===== src/rtl/id_stage_pipe.sv =====
// Decode stage with a valid/ready ID/EX output register and combinational register-file reads.
// Define ID_LONG_IMM_EN to enable the two-word LIMM (load 16-bit immediate) instruction.
module id_stage_pipe #(
  parameter int unsigned WORD_LEN          = 16,
  parameter int unsigned REG_FILE_ADDR_LEN = 4,
  parameter int unsigned EXE_CMD_LEN       = 4
) (
  input  logic                         clk,
  input  logic                         rst,
  input  logic                         in_valid,
  output logic                         in_ready,
  input  logic [15:0]                  instruction,
  output logic [REG_FILE_ADDR_LEN-1:0] src1,
  output logic [REG_FILE_ADDR_LEN-1:0] src2_reg_file,
  input  logic [WORD_LEN-1:0]          reg1,
  input  logic [WORD_LEN-1:0]          reg2,
  input  logic                         hazard_detected_in,
  input  logic                         flush,
  output logic                         out_valid,
  input  logic                         out_ready,
  output logic [WORD_LEN-1:0]          val1,
  output logic [WORD_LEN-1:0]          val2,
  output logic [REG_FILE_ADDR_LEN-1:0] dest,
  output logic [EXE_CMD_LEN-1:0]       EXE_CMD,
  output logic                         MEM_R_EN,
  output logic                         MEM_W_EN,
  output logic                         WB_EN,
  output logic                         is_imm,
  output logic                         brTaken,
  output logic                         jumpEnable,
  output logic [WORD_LEN-1:0]          br_offset
);

  localparam logic [3:0] OpAdd  = 4'h1;
  localparam logic [3:0] OpSub  = 4'h2;
  localparam logic [3:0] OpAnd  = 4'h3;
  localparam logic [3:0] OpOr   = 4'h4;
  localparam logic [3:0] OpXor  = 4'h5;
  localparam logic [3:0] OpSll  = 4'h6;
  localparam logic [3:0] OpAddi = 4'h7;
  localparam logic [3:0] OpLd   = 4'h8;
  localparam logic [3:0] OpSt   = 4'h9;
  localparam logic [3:0] OpBeq  = 4'hA;
  localparam logic [3:0] OpBne  = 4'hB;
  localparam logic [3:0] OpJmp  = 4'hC;

  localparam logic [EXE_CMD_LEN-1:0] CmdAdd = EXE_CMD_LEN'(1);
  localparam logic [EXE_CMD_LEN-1:0] CmdSub = EXE_CMD_LEN'(2);
  localparam logic [EXE_CMD_LEN-1:0] CmdAnd = EXE_CMD_LEN'(3);
  localparam logic [EXE_CMD_LEN-1:0] CmdOr  = EXE_CMD_LEN'(4);
  localparam logic [EXE_CMD_LEN-1:0] CmdXor = EXE_CMD_LEN'(5);
  localparam logic [EXE_CMD_LEN-1:0] CmdSll = EXE_CMD_LEN'(6);

`ifdef ID_LONG_IMM_EN
  localparam logic [3:0] OpLimm = 4'hD;
  typedef enum logic [0:0] {StIdle, StWaitExt} state_e;
  state_e                       r_state;
  logic [REG_FILE_ADDR_LEN-1:0] r_ext_dest;
`endif

  logic [3:0]                   w_op;
  logic [WORD_LEN-1:0]          w_simm, w_zimm;
  logic                         w_xfer, w_load;
  logic [WORD_LEN-1:0]          w_val1, w_val2, w_off;
  logic [REG_FILE_ADDR_LEN-1:0] w_dest;
  logic [EXE_CMD_LEN-1:0]       w_cmd;
  logic                         w_mr, w_mw, w_wb, w_imm, w_br, w_jmp;

  logic                         r_out_valid;
  logic [WORD_LEN-1:0]          r_val1, r_val2, r_off;
  logic [REG_FILE_ADDR_LEN-1:0] r_dest;
  logic [EXE_CMD_LEN-1:0]       r_cmd;
  logic                         r_mr, r_mw, r_wb, r_imm, r_br, r_jmp;

  assign w_op   = instruction[15:12];
  assign w_simm = WORD_LEN'($signed(instruction[7:0]));
  assign w_zimm = WORD_LEN'(instruction[7:0]);

  // Stores and branches read their second operand from the rd field.
  assign src1          = REG_FILE_ADDR_LEN'(instruction[11:8]);
  assign src2_reg_file = (w_op == OpSt || w_op == OpBeq || w_op == OpBne) ?
                         REG_FILE_ADDR_LEN'(instruction[11:8]) :
                         REG_FILE_ADDR_LEN'(instruction[7:4]);

  assign in_ready = rst && !hazard_detected_in && !flush && (!r_out_valid || out_ready);
  assign w_xfer   = in_valid && in_ready;

  always_comb begin
    w_load = 1'b1;
    w_val1 = reg1;
    w_val2 = reg2;
    w_dest = REG_FILE_ADDR_LEN'(instruction[11:8]);
    w_cmd  = '0;
    w_mr   = 1'b0;
    w_mw   = 1'b0;
    w_wb   = 1'b0;
    w_imm  = 1'b0;
    w_br   = 1'b0;
    w_jmp  = 1'b0;
    w_off  = w_simm;
`ifdef ID_LONG_IMM_EN
    // Second LIMM word is raw immediate data, not an instruction.
    if (r_state == StWaitExt) begin
      w_val1 = '0;
      w_val2 = WORD_LEN'(instruction);
      w_dest = r_ext_dest;
      w_cmd  = CmdAdd;
      w_wb   = 1'b1;
      w_imm  = 1'b1;
      w_off  = '0;
    end else
`endif
    begin
      case (w_op)
        OpAdd:  begin w_cmd = CmdAdd; w_wb = 1'b1; end
        OpSub:  begin w_cmd = CmdSub; w_wb = 1'b1; end
        OpAnd:  begin w_cmd = CmdAnd; w_wb = 1'b1; end
        OpOr:   begin w_cmd = CmdOr;  w_wb = 1'b1; end
        OpXor:  begin w_cmd = CmdXor; w_wb = 1'b1; end
        OpSll:  begin w_cmd = CmdSll; w_wb = 1'b1; w_imm = 1'b1; w_val2 = w_zimm; end
        OpAddi: begin w_cmd = CmdAdd; w_wb = 1'b1; w_imm = 1'b1; w_val2 = w_simm; end
        OpLd:   begin
          w_cmd = CmdAdd; w_wb = 1'b1; w_mr = 1'b1; w_imm = 1'b1; w_val2 = w_simm;
        end
        OpSt:   begin w_cmd = CmdAdd; w_mw = 1'b1; w_imm = 1'b1; w_val2 = w_simm; end
        OpBeq:  w_br  = (reg1 == reg2);
        OpBne:  w_br  = (reg1 != reg2);
        OpJmp:  w_jmp = 1'b1;
`ifdef ID_LONG_IMM_EN
        OpLimm: w_load = 1'b0;
`endif
        default: ;
      endcase
    end
  end

  always_ff @(posedge clk) begin
    if (!rst) begin
      r_out_valid <= 1'b0;
      r_val1      <= '0;
      r_val2      <= '0;
      r_dest      <= '0;
      r_cmd       <= '0;
      r_mr        <= 1'b0;
      r_mw        <= 1'b0;
      r_wb        <= 1'b0;
      r_imm       <= 1'b0;
      r_br        <= 1'b0;
      r_jmp       <= 1'b0;
      r_off       <= '0;
`ifdef ID_LONG_IMM_EN
      r_state     <= StIdle;
      r_ext_dest  <= '0;
`endif
    end else if (flush) begin
      r_out_valid <= 1'b0;
`ifdef ID_LONG_IMM_EN
      r_state     <= StIdle;
`endif
    end else if (w_xfer) begin
      r_out_valid <= w_load;
      if (w_load) begin
        r_val1 <= w_val1;
        r_val2 <= w_val2;
        r_dest <= w_dest;
        r_cmd  <= w_cmd;
        r_mr   <= w_mr;
        r_mw   <= w_mw;
        r_wb   <= w_wb;
        r_imm  <= w_imm;
        r_br   <= w_br;
        r_jmp  <= w_jmp;
        r_off  <= w_off;
      end
`ifdef ID_LONG_IMM_EN
      if (r_state == StWaitExt) begin
        r_state <= StIdle;
      end else if (w_op == OpLimm) begin
        r_state    <= StWaitExt;
        r_ext_dest <= REG_FILE_ADDR_LEN'(instruction[11:8]);
      end
`endif
    end else if (out_ready) begin
      r_out_valid <= 1'b0;
    end
  end

  assign out_valid  = r_out_valid;
  assign val1       = r_val1;
  assign val2       = r_val2;
  assign dest       = r_dest;
  assign EXE_CMD    = r_cmd;
  assign MEM_R_EN   = r_mr;
  assign MEM_W_EN   = r_mw;
  assign WB_EN      = r_wb;
  assign is_imm     = r_imm;
  assign brTaken    = r_br;
  assign jumpEnable = r_jmp;
  assign br_offset  = r_off;

endmodule


===== config.mk =====
export PLATFORM = sky130hd
export DESIGN_NAME = id_stage_pipe
export DESIGN_NICKNAME = d
export VERILOG_FILES = /design/src/rtl/id_stage_pipe.sv
export SDC_FILE = /design/constraint.sdc
export NUM_CORES = 1
export LEC_CHECK = 0
export BUFFER_PORTS_ARGS = -buffer_cell sky130_fd_sc_hd__buf_4
export CAP_MARGIN = 20
export CORE_MARGIN = 10
export CORE_UTILIZATION = 45
export CTS_CLUSTER_DIAMETER = 50
export DETAILED_ROUTE_END_ITERATION = 8
export PLACE_DENSITY = 0.88
export SYNTH_ARGS = -nofsm -noshare
export SYNTH_HDL_FRONTEND = slang
export SYNTH_SLANG_ARGS = --single-unit

===== constraint.sdc =====
create_clock -name clk -period 1.6 [get_ports clk]
set_input_delay 0.24 -clock clk [delete_from_list [all_inputs] [get_ports clk]]
set_output_delay 0.24 -clock clk [all_outputs]
set_load 0.01 [all_outputs]

### After elaboration in Yosys (flattened, before gate mapping)

Index checks and enable logic that the tools add are counted.

* equality and inequality tests: 14
* muxes and demuxes: 11
* bitwise gates (word level): 2
* reduce and logical (&&, ||, !) cells: 17

Operators by type and width (number)
* 16-bit one-hot mux with 2 select lines: 1
* 4-bit equality test (second input constant): 5
* 3-bit one-hot mux with 6 select lines: 1
* 16-bit equality test: 1
* 4-bit by 3-bit equality test with 1-bit output (second input constant): 4
* 16-bit inequality test: 1
* 4-bit by 2-bit equality test with 1-bit output (second input constant): 2
* 4-bit OR reduction: 2
* 8-bit OR reduction: 1
* 1-bit two-way mux: 7
* 4-bit by 1-bit equality test with 1-bit output (second input constant): 1
* 1-bit logical AND: 4
* 4-bit two-way mux: 1
* 1-bit logical NOT: 3
* 1-bit logical OR: 3
* 3-bit OR reduction: 1
* 1-bit inverter: 2
* 1-bit one-hot mux with 2 select lines: 1
* 2-bit AND reduction: 1
* 2-bit nonzero test: 1
* 2-bit OR reduction: 1

* output and inout bits: 72
* bits in registers: 55
* logic and storage cells: 56

### Logic depth before layout (Yosys ltp)

* word-level depth: 6
* gate-level depth with buffers: 8
* gate-level depth less buffers: 5

### Least setup slack after synthesis

No wires, ideal clock.

* kind: input port to flip-flop
* from: input port rst
* to: register r_cmd[0] (netlist: EXE_CMD[0])
* stages: 8
* library setup time: 0.116 ns
* arrival time: 1.367 ns
* slack: 0.117 ns
* data required time: 1.484 ns
* cell sequence: buf_4 > nand2b_4 > nor3b_2 > and2_1 > buf_2 > buf_2 > o221ai_1 > o211a_1

* longest elaborated chain between the ends: 5

RTL lines
* start, declared: line 9 `input logic rst,`
* 1-bit logical AND (3 in series): line 85 `assign in_ready = rst && !hazard_detected_in && !flush && (!r_out_valid || out_ready);`
* net in_ready: line 11 `output logic in_ready,`
* 1-bit logical AND: line 86 `assign w_xfer = in_valid && in_ready;`
* 2-bit AND reduction (no source line)
* end signal, assigned: line 166 `r_cmd <= w_cmd;`
* end, declared: line 72 `logic [EXE_CMD_LEN-1:0] r_cmd;`

The timed path passes the listed nets, and every way through them passes these cells.
A chain may end at the register's enable or synchronous reset.

### Worst setup path after layout

* from: register r_out_valid (netlist: out_valid)
* to: register r_val1[14] (netlist: val1[14])

* longest elaborated chain between the ends: 5

RTL lines
* start, declared: line 69 `logic r_out_valid;`
* start signal, assigned: line 161 `r_out_valid <= w_load;`
* 1-bit logical NOT: line 85
* 1-bit logical OR: line 85
* 1-bit logical AND: line 85
* 1-bit logical AND: line 86
* 2-bit AND reduction (no source line)
* end signal, assigned: line 163 `r_val1 <= w_val1;`
* end, declared: line 70 `logic [WORD_LEN-1:0] r_val1, r_val2, r_off;`

No other way between the ends.

==> results.cfg <==
[timing]
worst_slack_ns = 0.0507
skew_ns = 0.00642
finalSetupViolations = 0
rsz0062_at_grt = no
report.final.slew_viol_count = 0
finalCritPeriodShare = 0.968
fin_setup_tns_ns = 0
clock.fmax_mhz = 645
finalCriticalPeriod_ns = 1.55
hold_viol = 0
whs_ns = 0.195

[placement]
hpwl_um = 6510
io_buffers = 124
gp_congestion = 0.837
dp_slack_ns = -0.0648

[synth]
synth.net_count = 346
synthCells = 292
synthFlopType = dfxtp_1
synth_edf_count = 0
synth_seq_cells = 54
yosys-top-cells-count = nand2_1, dfxtp_1, a21boi_1
synth.cell_area_um2 = 2610
seq_area_frac_synth = 0.414
synth.most_common_cell = nand2_1
ys_async_sr_fraction = 0
yosysWarningCount = 0
synth.distinct_cells = 39
avgSynthCellArea_um2 = 8.93
yosysTopAreaCellShare = 0.414
synth.area.top_cells = dfxtp_1, nand2_1, xnor2_1, a21boi_1, buf_4
synth_top_area_cell = dfxtp_1

[worst_setup_path]
cp-startpoint = out_valid
r2r-start = out_valid
cp_max_fo = 5
cp-end-kind = flop
worst-setup-path-type = flop to flop
required_ns = 1.79
worstPathArrival_ns = 1.74
start_kind = flop

[drt]
wl_um = 8310
viasPerCell = 5.13
antenna_left = 0
m1WireLength_um = 3350
wl_met2_um = 4000
drt-pass1-iter-count = 4
met3_length_um = 872
initialDrtViolationCount = 96
drt-wirelength-per-cell_um = 17.4
top_layer_used = met4
drcViolationCount = 0
vias = 2448

[layout]
nNetsFinal = 459
final_util = 0.652
drive_gt1_frac = 0.415
multiInputGateArea_um2 = 1320
seq_area_um2 = 1080
syn_to_final_growth_pct = 39.4
antenna-diode-count = 0
fillers = 495

[die]
core-area_um2 = 5570
die_h_um = 96.1
ios = 126
rows = 27
start_util = 0.468
dieArea_um2 = 9240
die_w_um = 96.1

[clock_network]
clockBufferDepth = 2
hold_buffers = 0
cts_tree = done
clock_sinks = 54
numCtsBuffers = 5
clkLatencyLatePin_ns = 0.30
cts.clk_slew.worst_paths_ns = 0.09
root_buffer = clkbuf_8
ctsHtreeMaxLevel = 2

[power_and_ir_drop]
total_power_mw = 2.61
p_per_area_nw_per_um2 = 718
power.leakage_nw = 1.69
vdd_ir_drop_max_mv = 0.500

[status]
status = complete, no violations

[global_routing]
grt_start_max_net_pins = 55
grt_pass1_vias = 2456
antenna_found_initial = 0
grt_usage = 0.168
grt_pass1_wl_um = 12300
grt-ovfl-total = 0

[worst_hold_path]
hold_path_class = primary input to flop
hold_path_startpoint = instruction[7]

[job]
drv_cap = 0
[cell usage in the layout, fill, tap and decap left out, types with 2 or more instances in the layout]
master	count
a21boi_0	13
a21boi_1	19
a21oi_1	2
a21oi_2	9
buf_4	136
clkbuf_1	2
clkbuf_8	5
dfxtp_1	54
inv_1	4
mux2_2	3
mux2i_1	7
nand2_1	81
nand2b_4	2
nand4_1	5
nor2b_1	2
nor4_1	2
o211a_1	10
o21ai_0	9
xnor2_1	18
[layout make-up]
class	instances	area share
Multi-Input combinational cell	202	0.363
Sequential cell	54	0.297
Timing Repair Buffer	138	0.289
Tap cell	72	0.0248
Clock buffer	7	0.0210
Inverter	4	0.00413
[logic make-up (layout without fill, tap and decap cells)]
group	after synthesis	after routing	synth area share
other cells	1	1	0.00144
flops	54	54	0.414
mux	10	10	0.0398
buf+inv	37	149	0.0892
simple gates	104	105	0.186
xor+xnor	18	18	0.0604
compound gates	68	68	0.209
[routing by layer]
| metal | up-vias | track usage |
|---|---|---|
| met5 | - | 0 |
| li1 | 1191 | - |
| met1 | 1153 | 0.190 |
| met2 | 96 | 0.284 |
| met4 | 0 | 0.0442 |
| met3 | 8 | 0.0724 |
[final timing paths]
check	to	slack, ns	depth (start not counted)
worst max-delay path	val1[14]	0.05	5
worst max register to register	val1[14]	0.05	5
worst min-delay path	br_offset[7]	0.20	3
worst min register to register	MEM_R_EN	0.46	2
[report_power, final]
group / internal, mW / switching, mW
clock: 0.303 / 0.417
sequential: 1.38 / 0.0179
combinational: 0.259 / 0.239
[state kept, by name, indices dropped and copies added (netlist names)]
| name | cells |
|---|---|
| is_imm | 1 |
| dest | 4 |
| brTaken | 1 |
| val1 | 16 |
| out_valid | 1 |
| jumpEnable | 1 |
| EXE_CMD | 3 |
| br_offset | 8 |
| WB_EN | 1 |
| MEM_W_EN | 1 |
| val2 | 16 |
| MEM_R_EN | 1 |
[stage by stage]
| step | instance area (um^2) | instances |
|---|---|---|
| 5_1_grt | 3640 | 477 |
| 2_1_floorplan | 2610 | 292 |
| 6_report | 3640 | 477 |
| 4_1_cts | 3590 | 474 |
| 3_3_place_gp | 3520 | 467 |
| 3_5_place_dp | 3520 | 467 |
[worst max-delay path, cell delays in order, from the launching register on]
cell and delay, ns:
dfxtp_1 0.35, nand2b_4 0.09, or4b_2 0.69, buf_4 0.19, nand2_1 0.06, a21boi_1 0.06
[repair_timing]
item                                    4_1_cts  5_1_grt
endpoints found under the setup margin        3       16
gates resized for setup                       1        3
setup buffers                                 0        2
gates cloned                                  0        1
No activity file was read; power rests on OpenSTA's default activity.
